===== config.mk =====
export PLATFORM = sky130hd
export DESIGN_NAME = ser_frame_collector
export DESIGN_NICKNAME = d
export VERILOG_FILES = /design/src/rtl/ser_frame_collector.sv
export SDC_FILE = /design/constraint.sdc
export NUM_CORES = 1
export LEC_CHECK = 0
export BUFFER_PORTS_ARGS = -buffer_cell sky130_fd_sc_hd__buf_2
export CAP_MARGIN = 20
export CORE_ASPECT_RATIO = 1.75
export CORE_MARGIN = 2
export CORE_UTILIZATION = 52
export DETAILED_ROUTE_END_ITERATION = 6
export PLACE_DENSITY = 0.82
export SLEW_MARGIN = 30
export SYNTH_ARGS = -nofsm -noshare
export SYNTH_HDL_FRONTEND = slang
export SYNTH_SLANG_ARGS = --single-unit

===== constraint.sdc =====
create_clock -name clk -period 2.71 [get_ports clk]
set_input_delay 0.542 -clock clk [delete_from_list [all_inputs] [get_ports clk]]
set_output_delay 0.542 -clock clk [all_outputs]
set_load 0.02 [all_outputs]

===== src/rtl/ser_frame_collector.sv =====
// ser_frame_collector
//
// Purpose: downstream stage of the serial flag-detecting receiver. Packs the
// qualified payload bit stream MSB-first into bytes, buffers them in a small
// first-word-fall-through FIFO with a valid/ready output, and reports frame
// completion, abort and FIFO overflow.
//
// Optional feature macro: FRAME_PARITY_EN (adds output frameParity).
//
// Ports:
//   clk, rst      single clock, synchronous active-high reset
//   serIn         payload bit from upstream receiver
//   serValid      serIn qualifies this cycle (high for the whole frame body)
//   serAbort      upstream abort indication (wins over serValid and outReady)
//   outData       FIFO head byte, 8'h00 when the FIFO is empty
//   outValid      FIFO non-empty
//   outReady      consumer accepts head when outValid & outReady
//   frameDone     one-cycle pulse, frame ended normally
//   frameAbort    one-cycle pulse, frame aborted while receiving
//   frameBytes    completed bytes of the last/current frame (saturating)
//   overflow      sticky: a byte was dropped because the FIFO was full
//   frameParity   (FRAME_PARITY_EN only) XOR of all payload bits of the frame
module ser_frame_collector #(
  parameter int DEPTH = 4,
  parameter int CNT_W = 8
) (
  input  logic             clk,
  input  logic             rst,
  input  logic             serIn,
  input  logic             serValid,
  input  logic             serAbort,
  output logic [7:0]       outData,
  output logic             outValid,
  input  logic             outReady,
  output logic             frameDone,
  output logic             frameAbort,
  output logic [CNT_W-1:0] frameBytes,
`ifdef FRAME_PARITY_EN
  output logic             frameParity,
`endif
  output logic             overflow
);

  localparam int PTR_W  = $clog2(DEPTH);
  localparam int FCNT_W = $clog2(DEPTH + 1);
  localparam logic [FCNT_W-1:0] FULL     = FCNT_W'(DEPTH);
  localparam logic [FCNT_W-1:0] FCNT_ONE = FCNT_W'(1);
  localparam logic [PTR_W-1:0]  PTR_ONE  = PTR_W'(1);

  typedef enum logic [1:0] {IDLE, RECV, DRAIN} state_t;

  state_t state, state_n;

  // FSM strobes
  logic take_bit;     // serIn is a payload bit this cycle
  logic frame_start;  // first payload bit of a new frame
  logic done_set;
  logic abort_set;
  logic flush;

  // Deserializer stage
  logic [6:0] shreg_p0;
  logic [2:0] bit_cnt_p0;
  logic [2:0] eff_cnt_p0;
  logic [7:0] byte_p0;
  logic       vld_p0;

  // FIFO stage
  logic [7:0]        mem_p1 [DEPTH];
  logic [PTR_W-1:0]  wr_ptr_p1;
  logic [PTR_W-1:0]  rd_ptr_p1;
  logic [FCNT_W-1:0] count_p1;
  logic              pop;
  logic              push_ok;

  function automatic logic [CNT_W-1:0] sat_inc(input logic [CNT_W-1:0] v);
    logic [CNT_W-1:0] one;
    one = CNT_W'(1);
    if (v == {CNT_W{1'b1}}) return v;
    return v + one;
  endfunction

  always_ff @(posedge clk) begin
    if (rst) state <= IDLE;
    else     state <= state_n;
  end

  always_comb begin
    state_n     = state;
    take_bit    = 1'b0;
    frame_start = 1'b0;
    done_set    = 1'b0;
    abort_set   = 1'b0;
    flush       = 1'b0;
    if (serAbort) begin
      flush     = 1'b1;
      abort_set = (state == RECV);
      state_n   = DRAIN;
    end else begin
      case (state)
        IDLE: begin
          if (serValid) begin
            frame_start = 1'b1;
            take_bit    = 1'b1;
            state_n     = RECV;
          end
        end
        RECV: begin
          if (serValid) begin
            take_bit = 1'b1;
          end else begin
            done_set = 1'b1;
            state_n  = IDLE;
          end
        end
        DRAIN: begin
          if (!serValid) state_n = IDLE;
        end
        default: state_n = IDLE;
      endcase
    end
  end

  // ---- stage p0: bit assembly ----
  // A new frame always starts counting from bit zero, whatever was left over.
  assign eff_cnt_p0 = frame_start ? 3'd0 : bit_cnt_p0;
  assign vld_p0     = take_bit && (eff_cnt_p0 == 3'd7);
  assign byte_p0    = {shreg_p0, serIn};

  always_ff @(posedge clk) begin
    if (rst) begin
      bit_cnt_p0 <= 3'd0;
    end else if (flush || done_set) begin
      bit_cnt_p0 <= 3'd0;
    end else if (take_bit) begin
      bit_cnt_p0 <= eff_cnt_p0 + 3'd1;
    end
  end

  always_ff @(posedge clk) begin
    if (flush)         shreg_p0 <= 7'd0;
    else if (take_bit) shreg_p0 <= {shreg_p0[5:0], serIn};
  end

  // ---- stage p1: FWFT FIFO ----
  // A pop frees a slot in the same edge, so a push into a full FIFO that
  // coincides with a pop is accepted.
  assign pop     = (count_p1 != '0) && outReady && !serAbort;
  assign push_ok = vld_p0 && ((count_p1 != FULL) || pop);

  always_ff @(posedge clk) begin
    if (push_ok) mem_p1[wr_ptr_p1] <= byte_p0;
  end

  always_ff @(posedge clk) begin
    if (rst || flush) begin
      wr_ptr_p1 <= '0;
      rd_ptr_p1 <= '0;
      count_p1  <= '0;
    end else begin
      if (push_ok) wr_ptr_p1 <= wr_ptr_p1 + PTR_ONE;
      if (pop)     rd_ptr_p1 <= rd_ptr_p1 + PTR_ONE;
      case ({push_ok, pop})
        2'b10:   count_p1 <= count_p1 + FCNT_ONE;
        2'b01:   count_p1 <= count_p1 - FCNT_ONE;
        default: count_p1 <= count_p1;
      endcase
    end
  end

  assign outValid = (count_p1 != '0);
  assign outData  = outValid ? mem_p1[rd_ptr_p1] : 8'h00;

  // ---- frame status ----
  always_ff @(posedge clk) begin
    if (rst) begin
      frameDone  <= 1'b0;
      frameAbort <= 1'b0;
      frameBytes <= '0;
      overflow   <= 1'b0;
    end else begin
      frameDone  <= done_set;
      frameAbort <= abort_set;
      // Dropped bytes still count as completed bytes of the frame.
      if (frame_start)  frameBytes <= '0;
      else if (vld_p0)  frameBytes <= sat_inc(frameBytes);
      if (frame_start)                overflow <= 1'b0;
      else if (vld_p0 && !push_ok)    overflow <= 1'b1;
    end
  end

`ifdef FRAME_PARITY_EN
  always_ff @(posedge clk) begin
    if (rst || flush)     frameParity <= 1'b0;
    else if (frame_start) frameParity <= serIn;
    else if (take_bit)    frameParity <= frameParity ^ serIn;
  end
`endif

endmodule


## Yosys cells after proc, flatten, opt, wreduce, memory -nomap -nowiden

Memory sizes are Yosys's and may differ from the RTL's. A register that Yosys moved wholly into a read port is not among the register bits.
Index checks and enable logic that the tools add are counted.

- Register bits: 30
- Memory bits (writable): 32
- Bits of input ports: 6
- Output and inout bits: 20
- Logic and storage cells: 78
- Memories kept: 1

- Add/subtract/negate cells: 6
- Equal/unequal tests: 12
- Multiplexer cells: 25
- Bitwise operators: 1
- Reductions and logical operators: 22

Memories:

| memory | words | width | read ports | clocked after memory_dff | write ports | line | source |
|---|---|---|---|---|---|---|---|
| mem_p1 | 4 | 8 | 1 | 1 | 1 | 69 | `logic [7:0] mem_p1 [DEPTH];` |

Operators with widths:

| operator | count |
|---|---|
| $mux W8 | 2 |
| $mux W1 | 15 |
| $reduce_or A2 Y1 | 6 |
| $mux W2 | 5 |
| $add A8 B1 Y8 const B | 1 |
| $eq A8 B8 Y1 const B | 1 |
| $add A3 B1 Y3 const B | 2 |
| $ne A2 B2 Y1 const B | 3 |
| $ne A3 B3 Y1 const B | 2 |
| $pmux W3 S2 | 1 |
| $reduce_and A2 Y1 | 3 |
| $logic_and A1 B1 Y1 | 5 |
| $add A2 B1 Y2 const B | 2 |
| $eq A2 B1 Y1 const B | 2 |
| $eq A2 B2 Y1 const B | 2 |
| $pmux W2 S2 | 1 |
| $eq A3 B3 Y1 const B | 1 |
| $logic_or A1 B1 Y1 | 3 |
| $mux W3 | 1 |
| $ne A3 B2 Y1 const B | 1 |
| $reduce_bool A3 Y1 | 1 |
| $sub A3 B1 Y3 const B | 1 |
| $logic_not A1 Y1 | 2 |
| $logic_not A2 Y1 | 1 |
| other kinds (2) | 2 |

## Longest topological paths before layout

Gate-level depths: netlist of the first run.

- Depth in word-level cells: 11
- Gate-level depth with buffers: 14
- Gate-level depth less buffers: 13

## Worst setup path before layout of the first run

OpenSTA, ideal clock, no wires.

- Kind: in2reg
- From: input port serAbort
- To: register count_p1[1]
- Library setup time: 0.116 ns
- Arrival: 2.619 ns
- Required time: 2.594 ns
- Setup slack: -0.025 ns
- Cell stages on the path: 12
- Buffers on the path: 1
- Cell sequence: and2b_2 > nand2_1 > and2_1 > ha_1 > ha_1 > and3_1 > buf_4 > nor3_1 > fa_1 > nand2_1 > a221oi_1 > a41o_1

- Cells in the longest elaborated chain, start to end: 7
- Elaborated cells between the ends (all ways): 15
- Classes of those cells: eq/ne (3); mux (5); reduce/logical (7)

RTL lines:

| element | line | source |
|---|---|---|
| start, declared | 31 | `input logic serAbort,` |
| $mux W1 | 95 | `if (serAbort) begin` |
| $mux W3 | 126 | `assign eff_cnt_p0 = frame_start ? 3'd0 : bit_cnt_p0;` |
| $eq A3 B3 Y1 | 127 | `assign vld_p0 = take_bit && (eff_cnt_p0 == 3'd7);` |
| $logic_and A1 B1 Y1 | 127 |  |
| $logic_and A1 B1 Y1 | 149 | `assign push_ok = vld_p0 && ((count_p1 != FULL) \|\| pop);` |
| $eq A2 B1 Y1 or $eq A2 B2 Y1 (tied branches) | 163 | `case ({push_ok, pop})` |
| $pmux W3 S2 or $reduce_bool A2 Y1 (tied branches) | n/a |  |
| end signal, assigned | 164 | `2'b10: count_p1 <= count_p1 + FCNT_ONE;` |
| end signal, assigned | 165 | `2'b01: count_p1 <= count_p1 - FCNT_ONE;` |
| end signal, assigned | 166 | `default: count_p1 <= count_p1;` |
| end, declared | 72 | `logic [FCNT_W-1:0] count_p1;` |

Several ways; a longest one is shown, not always the timed one.
A chain may end at the register's enable or synchronous reset.

## Worst setup path in the final report of the first run

- From: register state[0]
- To: register count_p1[1]

- Cells in the longest elaborated chain, start to end: 9
- Elaborated cells between the ends (all ways): 15
- Classes of those cells: eq/ne (4); mux (6); reduce/logical (5)

RTL lines:

| element | line | source |
|---|---|---|
| start, declared | 52 | `state_t state, state_n;` |
| start signal, assigned | 85 | `else state <= state_n;` |
| $logic_not A2 Y1 | 100 | `case (state)` |
| $mux W1 | 100 |  |
| $mux W1 | 95 |  |
| $mux W3 | 126 |  |
| $eq A3 B3 Y1 | 127 |  |
| $logic_and A1 B1 Y1 * | 127 |  |
| $logic_and A1 B1 Y1 * | 149 |  |
| $eq A2 B1 Y1 or $eq A2 B2 Y1 (tied branches) | 163 |  |
| $pmux W3 S2 or $reduce_bool A2 Y1 (tied branches) | n/a |  |

Mark *: on every way between the ends. The rest lies on a longest branch, timed or not.

==> flow_metrics.tcl, run 1 <==
set metrics [dict create \
    synth_flop_cell "edfxtp_1" \
    cts_root_buf "clkbuf_8" \
    final_cells 325 \
    grt_pass1_vias 1844 \
    post-route-period-util_pct 96.56 \
    die_y_um 100.4 \
    drv_slew 0 \
    first_pass_iters 4 \
    syn_area_um2 2764 \
    crit_path_start_kind "flop" \
    seqCellArea_um2 1602 \
    fillers 414 \
    setup_violations 0 \
    grt_pass1_wl_um 8328 \
    drive_gt1_share_pct 25.93 \
    min_from "rst" \
    dieArea_um2 5937 \
    fin_nets 281 \
    diodes 0 \
    grt-ovfl-total 0 \
    port_buffers 25 \
    synth_cells 229 \
    min_path_type "in -> reg" \
    dpl.cell_count 309 \
    clkSinkCount 64 \
    first_iter_violations 57 \
    power.leakage_nw 1.140 \
    cts_tree "done" \
    p_total_mw 1.838 \
    synth.net_count 245 \
    top_usage_layer "met2" \
    ir_drop_mv 0.4313 \
    rrSetupSlack_ns 0.09 \
    numCtsBuffers 9 \
    multi_input_area_um2 1104 \
    drcViolationCount 0 \
    async_reset_ff_share_pct 0 \
    fp.dieW_um 59.11 \
    use_met3_pct 3.866 \
    cts_max_path_buffers 2 \
    met2_usage_pct 37.09 \
    wire_per_inst_um 15.32 \
    post-route-util_pct 61.10 \
    ys_seq_elements 64 \
    dp_hpwl_um 3628 \
    hold_depth 2 \
    area_growth_syn_to_layout_pct 15.21 \
    grt_usage_pct 19.22 \
    regToRegStartpoint "state[0]$_SDFFE_PP0P_" \
    design_area_um2 3184 \
    cp.arrival_ns 2.84 \
    ys_seq_area_share_pct 57.94 \
    pwr_density_cell_nw_per_um2 577.2 \
    skew_ns 0.005664 \
    via_count 1810 \
    core-area_um2 5211 \
    min_to "state[1]$_SDFFE_PP0P_" \
    antenna_found_initial 0 \
    holdWs_ns 0.4209 \
    io_pins 26 \
    slew-limit-headroom_pct 62.57 \
    status "finished clean" \
    row_count 35 \
    globalplace.congestion 0.8276 \
    period_needed_ns 2.617 \
    hold_viol_final 0 \
    required_ns 2.94 \
    cts_setup_buffers 0 \
    clkSlewWorstSetupHoldPaths_ns 0.07 \
    place_area_um2 2988 \
    fin_ws_ns 0.09310 \
    clk_latency_ns 0.33 \
    ys_types 48 \
    crit_type "reg -> reg" \
    syn_area_per_cell_um2 12.07 \
    vias_per_cell 5.569 \
    htreeDepth 3 \
    cap_violations 0 \
    antenna_left 0 \
    grt_start_max_net_pins 13 \
    start_util_pct 53.04 \
    worst_slew_pin_slew_ns 0.5594 \
    r2r_cells 12 \
    pre_cts_ws_ns -0.02822 \
    drt_wl_total_um 4978 \
    fmax_ghz 0.3821 \
    synth-edff-count 32 \
    grtUsageMet1_pct 17.67 \
    r2r_end "count_p1[1]$_SDFFE_PP0P_" \
    worstSetupEndpointType "flop" \
    cp_max_fo 6 \
    fin_setup_tns_ns 0 \
    yosysWarnings 0 \
]
[cells in the final DEF, fill, tap and decap left out, types with 2 or more instances in the layout]
| cell type | instances |
|---|---|
| a2111oi_2 | 2 |
| ha_1 | 9 |
| nand2b_1 | 5 |
| inv_1 | 6 |
| clkbuf_8 | 9 |
| xor2_1 | 2 |
| buf_4 | 10 |
| xnor2_1 | 8 |
| clkinv_2 | 3 |
| nand3_1 | 3 |
| nand2_1 | 29 |
| nor2_1 | 20 |
| edfxtp_1 | 32 |
| mux2i_1 | 2 |
| a21oi_1 | 15 |
| mux4_2 | 8 |
| and2_1 | 9 |
| nor2b_1 | 9 |
| clkinvlp_4 | 2 |
| buf_2 | 25 |
| dfxtp_1 | 32 |
[cell families after synthesis]
kind of cell / Yosys count / synth area share (%)
AOI/OAI and AO/OA: 29 / 7.334
and+or+nand+nor: 89 / 16.48
muxes: 11 / 7.650
adders and majority gates: 10 / 4.799
DFF: 64 / 57.94
buffers and inverters: 16 / 2.626
xor gates and xnor gates: 10 / 3.169
[flip-flops by register name (all words and copies together), names as in the netlist, named ones only]
name and flops:
count_p1 3, mem_p1 32, overflow 1, shreg_p0 7
rd_ptr_p1 2, wr_ptr_p1 2, frameDone 1, state 2
frameBytes 8, bit_cnt_p0 3, frameAbort 1
[what timing repair did]
action	in CTS	in global routing
hold buffers	0	0
hold endpoints to repair	0	0
setup endpoints to repair	0	1
resized for setup	0	2
[Yosys cell counts, types with 2 or more instances]
cell type	count	area, um2
a2111oi_2	2	30.03
a21oi_1	15	75.07
and2_1	9	56.30
buf_1	2	7.510
clkbuf_1	5	18.77
dfxtp_1	32	640.6
edfxtp_1	32	960.9
ha_1	9	112.6
inv_1	6	22.52
mux2i_1	2	20.02
mux4_2	8	180.2
nand2_1	29	108.9
nand2b_1	5	31.28
nand3_1	3	15.01
nor2_1	20	75.07
nor2b_1	9	56.30
nor3_1	2	10.01
xnor2_1	8	70.07
xor2_1	2	17.52
[worst max path at each step]
stage,slack [ns],endpoint,start,depth (start not counted)
2_1_floorplan,0.02,count_p1[1]$_SDFFE_PP0P_,serAbort,12
3_3_place_gp,0.06,count_p1[1]$_SDFFE_PP0P_,serAbort,12
3_5_place_dp,-0.03,count_p1[2]$_SDFFE_PP0P_,serValid,12
4_1_cts,0.01,count_p1[2]$_SDFFE_PP0P_,state[0]$_SDFFE_PP0P_,12
5_1_grt,-0.04,count_p1[1]$_SDFFE_PP0P_,state[0]$_SDFFE_PP0P_,12
6_report,0.09,count_p1[1]$_SDFFE_PP0P_,state[0]$_SDFFE_PP0P_,12
[worst max-delay path: stages, from the launching register on]
cell and delay, ns:
dfxtp_1 0.32, inv_1 0.08, ha_1 0.25, nand2_1 0.11, and2_1 0.17, ha_1 0.20, ha_1 0.20, and3_1 0.17
nor3_2 0.20, fa_2 0.48, nand2_1 0.07, a221oi_1 0.04, a41o_1 0.23
[per-layer routing]
metal	vias to the layer above	wire, um
li1	889	-
met1	868	1780
met2	40	2899
met5	-	0
met4	0	142
met3	13	155
[layout make-up]
| type | instances | share of cell area [%] |
|---|---|---|
| sequential | 64 | 50.29 |
| multi-input combinational | 149 | 34.66 |
| timing repair buffer | 35 | 6.287 |
| clock buffer | 10 | 4.008 |
| tap | 55 | 2.161 |
| clock inverter | 6 | 1.886 |
| inverter | 6 | 0.7073 |
[power by group]
part	leakage [nW]	switching, mW	internal (mW)
sequential	0.542	0.00312	1.01
clock	0.0920	0.349	0.419
combinational	0.506	0.0347	0.0200
(Power assumes the default switching activity.)
==> run 2, diff against run 1 <==
--- a/config.mk
+++ b/config.mk
@@ -9,9 +9,9 @@
 export CAP_MARGIN = 20
 export CORE_ASPECT_RATIO = 1.75
 export CORE_MARGIN = 2
-export CORE_UTILIZATION = 52
+export CORE_UTILIZATION = 58
 export DETAILED_ROUTE_END_ITERATION = 6
-export PLACE_DENSITY = 0.82
+export PLACE_DENSITY = 0.86
 export SLEW_MARGIN = 30
 export SYNTH_ARGS = -nofsm -noshare
 export SYNTH_HDL_FRONTEND = slang
==> constraint.sdc (replaced) <==
create_clock -name clk -period 2.9 [get_ports clk]
set_input_delay 0.58 -clock clk [delete_from_list [all_inputs] [get_ports clk]]
set_output_delay 0.58 -clock clk [all_outputs]
set_load 0.02 [all_outputs]
==> run 2 against run 1 <==
  * Core utilization up 6.6 points
  * Sequential share of layout area is 0.88 points higher
  * Global-route usage increased by 0.32 points
  * Routed wire length fell by 7.9%
  * Hold slack gained 0.044 ns
  * Register-to-register slack improved by 0.19 ns
  * First-iteration DRC count shrank 60%
  * Critical path depth unchanged
  * Non-clock buffer count decreased by 5
  * Via count is 3.7% lower
  * Die area fell by 9.8%
  * Clock skew up 0.0011 ns
  * Critical path type unchanged
  * Largest cell class unchanged
==> flow_metrics.tcl, run 2 (synthesis results as in run 1) <==
set metrics [dict create \
    cp.arrival_ns 2.84 \
    hold_viol_final 0 \
    use_met3_pct 5.427 \
    start_util_pct 59.77 \
    reg_top3 "mem_p1 x32, frameBytes x8, shreg_p0 x7" \
    hold_buffers 0 \
    cts_resized 0 \
    crit_path_start_kind "flop" \
    diodes 0 \
    dpl.cell_count 301 \
    pwr_density_cell_nw_per_um2 544.8 \
    cap_violations 0 \
    fp.dieW_um 56.18 \
    top_usage_layer "met2" \
    clkSinkCount 64 \
    first_iter_violations 23 \
    grt_pass1_vias 1771 \
    cts_max_path_buffers 2 \
    cts_tree "done" \
    antenna_found_initial 0 \
    numCtsBuffers 9 \
    setup_violations 0 \
    rrSetupSlack_ns 0.28 \
    area_growth_syn_to_layout_pct 13.22 \
    htreeDepth 3 \
    dp_hpwl_um 3497 \
    row_count 33 \
    cts_root_buf "clkbuf_8" \
    status "finished clean" \
    post-route-period-util_pct 90.23 \
    r2r_end "count_p1[1]$_SDFFE_PP0P_" \
    top_register "mem_p1" \
    cts_setup_buffers 0 \
    p_int_mw 1.354 \
    worst_slew_pin_slew_ns 0.5076 \
    worstSetupEndpointType "flop" \
    ir_drop_mv 0.3871 \
    fmax_ghz 0.3822 \
    port_buffers 25 \
    met2_usage_pct 37.84 \
    grtUsageMet1_pct 17.97 \
    slew-limit-headroom_pct 66.11 \
    die_y_um 95.32 \
    vias_per_cell 5.498 \
    net-switching-power_mw 0.3504 \
    core-area_um2 4624 \
    grt_pass1_wl_um 7845 \
    fillers 368 \
    required_ns 3.12 \
    min_path_type "reg -> reg" \
    regToRegStartpoint "state[1]$_SDFFE_PP0P_" \
    pwr-share-seq_pct 55.6 \
    final_cells 317 \
    grt_setup_unrepaired "no" \
    wire_per_inst_um 14.46 \
    pwr-share-comb_pct 2.8 \
    min_to "bit_cnt_p0[2]$_SDFFE_PP0P_" \
    fin_setup_tns_ns 0 \
    skew_ns 0.006748 \
    grt_usage_pct 19.54 \
    largest_register_ff_count 32 \
    crit_type "reg -> reg" \
    fin_nets 276 \
    first_pass_iters 4 \
    drt_wl_total_um 4584 \
    r2r_cells 12 \
    swShare_pct 20.55 \
    min_from "bit_cnt_p0[2]$_SDFFE_PP0P_" \
    drcViolationCount 0 \
    dieArea_um2 5355 \
    io_pins 26 \
    clk_latency_ns 0.33 \
    final_cell_mix "32 x dfxtp_1, 32 x edfxtp_1, 29 x nand2_1" \
    power_frac_clock_pct 41.6 \
    power.leakage_nw 1.117 \
    globalplace.congestion 0.8557 \
    drv_slew 0 \
    clkSlewWorstSetupHoldPaths_ns 0.07 \
    antenna_left 0 \
    cp_max_fo 6 \
    grt_start_max_net_pins 13 \
    period_needed_ns 2.617 \
    drive_gt1_share_pct 23.40 \
    hold_depth 2 \
    grt-ovfl-total 0 \
    via_count 1743 \
]
[run 2: area by class of cell]
class                      count  area, um2  area share (%)
sequential                    64       1602           51.18
multi-input combinational    149       1090           34.83
timing repair buffer          30      162.7           5.198
clock buffer                  10      127.6           4.078
tap                           52      65.06           2.079
clock inverter                 6      60.06           1.919
inverter                       6      22.52          0.7197
[run 2: critical path, stage by stage, from the launching register on]
cell and delay, ns:
dfxtp_1 0.31, inv_1 0.07, ha_1 0.24, nand2_1 0.12, and2_1 0.18, ha_1 0.20
ha_1 0.21, and3_1 0.16, nor3_1 0.22, fa_1 0.45, nand2_1 0.07, a221oi_1 0.05
a41o_1 0.22
[run 2: power by group through the flow]
stage | registers (mW) | clock network [mW] | logic, mW
floorplan | 0.968 | 0 | 0.0325
global route | 0.948 | 0.759 | 0.0543
detailed placement | 0.968 | 0 | 0.0478
global placement | 0.968 | 0 | 0.0469
CTS | 0.948 | 0.723 | 0.0482
finish | 0.948 | 0.709 | 0.0474
[run 2: per-stage QoR]
stage                     total power, mW  worst slack, ns  utilization, %  cell area [um2]  hold WS (ns)
final                               1.705           0.2835           67.67             3129        0.4645
after global routing                1.761          0.04622           67.67             3129        0.4648
after CTS                           1.720           0.2898           67.67             3129        0.4611
after detailed placement            1.016          0.05059           63.61             2942        0.4514
after global placement              1.015           0.1368           63.61             2942        0.4515
after floorplan                     1.000           0.1267               -             2764        0.4288
[run 2: worst max-delay path by stage]
stage                           from                       end  slack, ns  cells past startpoint
3_5_place_dp                serAbort  count_p1[1]$_SDFFE_PP0P_       0.05                     12
2_1_floorplan               serAbort  count_p1[1]$_SDFFE_PP0P_       0.13                     12
4_1_cts        state[1]$_SDFFE_PP0P_  count_p1[1]$_SDFFE_PP0P_       0.29                     12
3_3_place_gp                serAbort  count_p1[1]$_SDFFE_PP0P_       0.14                     12
6_report       state[1]$_SDFFE_PP0P_  count_p1[1]$_SDFFE_PP0P_       0.28                     12
5_1_grt        state[1]$_SDFFE_PP0P_  count_p1[1]$_SDFFE_PP0P_       0.05                     12
[run 2: per-layer routing]
metal / wire length [um] / share of wire, %
met5: 0 / 0
met4: 126 / 2.7
met1: 1628 / 36
met2: 2629 / 57
met3: 200 / 4.4
==> run 3, diff against run 2 <==
--- a/config.mk
+++ b/config.mk
@@ -5,8 +5,9 @@
 export SDC_FILE = /design/constraint.sdc
 export NUM_CORES = 1
 export LEC_CHECK = 0
+export ABC_AREA = 1
 export BUFFER_PORTS_ARGS = -buffer_cell sky130_fd_sc_hd__buf_2
-export CAP_MARGIN = 20
+export CAP_MARGIN = 10
 export CORE_ASPECT_RATIO = 1.75
 export CORE_MARGIN = 2
 export CORE_UTILIZATION = 58
==> run 3 against run 2 <==
  * Count of clock-buffer cells in the layout unchanged
  * Register-to-register slack better by 0.07 ns
  * Final area down 0.28%
  * Hold slack about the same
  * Clock power down 12%
  * Non-clock buffer count down 1
  * Critical endpoint is now count_p1[2]$_SDFFE_PP0P_
  * Largest cell class unchanged
  * Largest power group unchanged
  * Highest routed layer unchanged
==> flow_metrics.tcl, run 3 <==
set metrics [dict create \
    period_needed_ns 2.549 \
    hold_viol_final 0 \
    fp.dieW_um 56.31 \
    grt_start_max_net_pins 18 \
    cts_max_path_buffers 2 \
    io_pins 26 \
    area_growth_syn_to_layout_pct 12.34 \
    vias_per_cell 5.272 \
    antenna_left 0 \
    top_register "mem_p1" \
    fin_nets 349 \
    via_count 2056 \
    globalplace.congestion 0.8766 \
    min_path_type "reg -> reg" \
    max_stage_delay_ns 0.38 \
    place_area_um2 2957 \
    cts_tree "done" \
    clkSlewWorstSetupHoldPaths_ns 0.07 \
    drt_wl_total_um 5149 \
    syn_area_um2 2778 \
    clkSinkCount 64 \
    drcViolationCount 0 \
    pwr_density_cell_nw_per_um2 530.5 \
    cp_num_buf_inv 3 \
    fin_setup_tns_ns 0 \
    synth_top_area_share_pct 34.59 \
    worstSetupEndpointType "flop" \
    synth-edff-count 32 \
    cts_setup_buffers 0 \
    synth.most_common_cell "nor2_1" \
    yosysWarnings 0 \
    grt-ovfl-total 0 \
    first_pass_iters 6 \
    fillers 390 \
    syn_area_per_cell_um2 9.290 \
    first_iter_violations 86 \
    synth.net_count 315 \
    cap_violations 0 \
    core-area_um2 4666 \
    diodes 0 \
    synth_flop_cell "edfxtp_1" \
    layout_commonest_cell "nor2_1" \
    cp_max_fo 4 \
    status "finished clean" \
    holdWs_ns 0.4647 \
    multi_input_area_um2 1002 \
    cts_root_buf "clkbuf_8" \
    grt_setup_unrepaired "no" \
    ys_seq_elements 64 \
    synth_cells 299 \
    port_buffers 25 \
    dieArea_um2 5380 \
    seqCellArea_um2 1602 \
    die_y_um 95.55 \
    ys_types 26 \
    row_count 33 \
    crit_path_start_kind "flop" \
    async_reset_ff_share_pct 0 \
    synth_common_cells "70 x nor2_1, 32 x dfxtp_1, 32 x edfxtp_1" \
    crit_type "reg -> reg" \
    htreeDepth 3 \
    reg_top3 "mem_p1 x32, frameBytes x8, shreg_p0 x7" \
    final_cell_mix "70 x nor2_1, 32 x dfxtp_1, 32 x edfxtp_1" \
    cp.arrival_ns 2.78 \
    clk_latency_ns 0.34 \
    yosys-top-cells-area "edfxtp_1 35%, dfxtp_1 23%, nor2_1 9.5%" \
    dp_hpwl_um 3862 \
    drv_slew 0 \
    cts_resized 0 \
    fmax_ghz 0.3923 \
    slowest_stage "fa_1" \
    setup_violations 0 \
    drive_gt1_share_pct 18.05 \
    required_ns 3.13 \
    wire_per_inst_um 13.20 \
    crit_family "adder cells" \
    grt_pass1_wl_um 8776 \
    worst_slew_pin_slew_ns 0.5461 \
    post-route-period-util_pct 87.90 \
    power.leakage_nw 1.266 \
    start_util_pct 59.53 \
    synth.largest_area_cell "edfxtp_1" \
    ys_seq_area_share_pct 57.66 \
    numCtsBuffers 9 \
    design_area_um2 3120 \
    path_cells "inv_1 -> ha_1 -> nand2_1 -> inv_1 -> nor2_1 -> ha_1 -> ha_1 -> nand4_4 -> nand2_1 -> inv_1 -> fa_1 -> nand3b_1 -> a21oi_1 -> nor2_1" \
    hold_buffers 0 \
    grt_pass1_vias 2000 \
    slew-limit-headroom_pct 63.54 \
    grt_usage_pct 21.95 \
    ir_drop_mv 0.4550 \
    antenna_found_initial 0 \
    skew_ns 0.007212 \
    largest_register_ff_count 32 \
]
## run 3: cell count changes after synthesis, sizes merged, moves of 9 or more
cell,before,now
inv,6,34
nor2b,9,0
nor2,20,74
o21ai,2,31
and2,9,0
a21oi,15,27
## run 3: final timing paths
path                              from                       end  slack [ns]  cells after the start
max              state[0]$_SDFFE_PP0P_  count_p1[2]$_SDFFE_PP0P_        0.35                     14
min          rd_ptr_p1[1]$_SDFFE_PP0P_                      flop        0.46                      2
max reg2reg      state[0]$_SDFFE_PP0P_  count_p1[2]$_SDFFE_PP0P_        0.35                     14
min reg2reg  rd_ptr_p1[1]$_SDFFE_PP0P_                      flop        0.46                      2
## run 3: worst register-to-register path, cell delays in order, from the launching register on
cell and delay (ns):
dfxtp_1 0.36, inv_1 0.06, ha_1 0.23, nand2_1 0.11, inv_1 0.07, nor2_1 0.09
ha_1 0.15, ha_1 0.19, nand4_4 0.15, nand2_1 0.17, inv_1 0.07, fa_1 0.38
nand3b_1 0.20, a21oi_1 0.16, nor2_1 0.06
## run 3: cells by family (layout without fill, tap and decap cells)
group | after synthesis | count (layout) | share of synthesized area (%)
compound gates | 60 | 60 | 11.13
xor+xnor | 3 | 3 | 0.9461
fa+ha+maj | 10 | 10 | 4.775
buf+inv | 40 | 79 | 6.261
flops | 64 | 64 | 57.66
simple gates | 122 | 122 | 19.23
## run 3: layout make-up
type | instances | area share (%)
Inverter | 34 | 4.250
Sequential cell | 64 | 51.32
Timing Repair Buffer | 29 | 4.972
Clock inverter | 6 | 1.163
Clock buffer | 10 | 4.090
Multi-Input combinational cell | 195 | 32.12
Tap cell | 52 | 2.085
## run 3: report_power, final
part / internal [mW] / switching, mW / leakage (nW)
Clock: 0.303 / 0.324 / 0.0757
Combinational: 0.0182 / 0.0398 / 0.641
Sequential: 0.959 / 0.0107 / 0.550
## run 3: per-stage QoR
step / setup WS [ns] / utilization, % / instances / total power [mW]
finish: 0.3509 / 66.88 / 390 / 1.655
global route: 0.1559 / 66.88 / 390 / 1.717
CTS: 0.3536 / 66.88 / 390 / 1.669
detailed placement: 0.1499 / 63.37 / 374 / 1.047
global placement: 0.3129 / 63.37 / 374 / 1.044
floorplan: 0.5516 / - / 299 / 1.030
## run 3: per-layer routing
metal / share of wire, % / up-vias / wire [um] / GRT usage, %
met5: 0 / - / 0 / 0
met4: 2.1 / 0 / 108 / 11.90
met3: 3.9 / 13 / 203 / 5.699
met2: 57 / 50 / 2915 / 41.57
met1: 37 / 943 / 1921 / 21.20
li1: - / 1050 / - / -
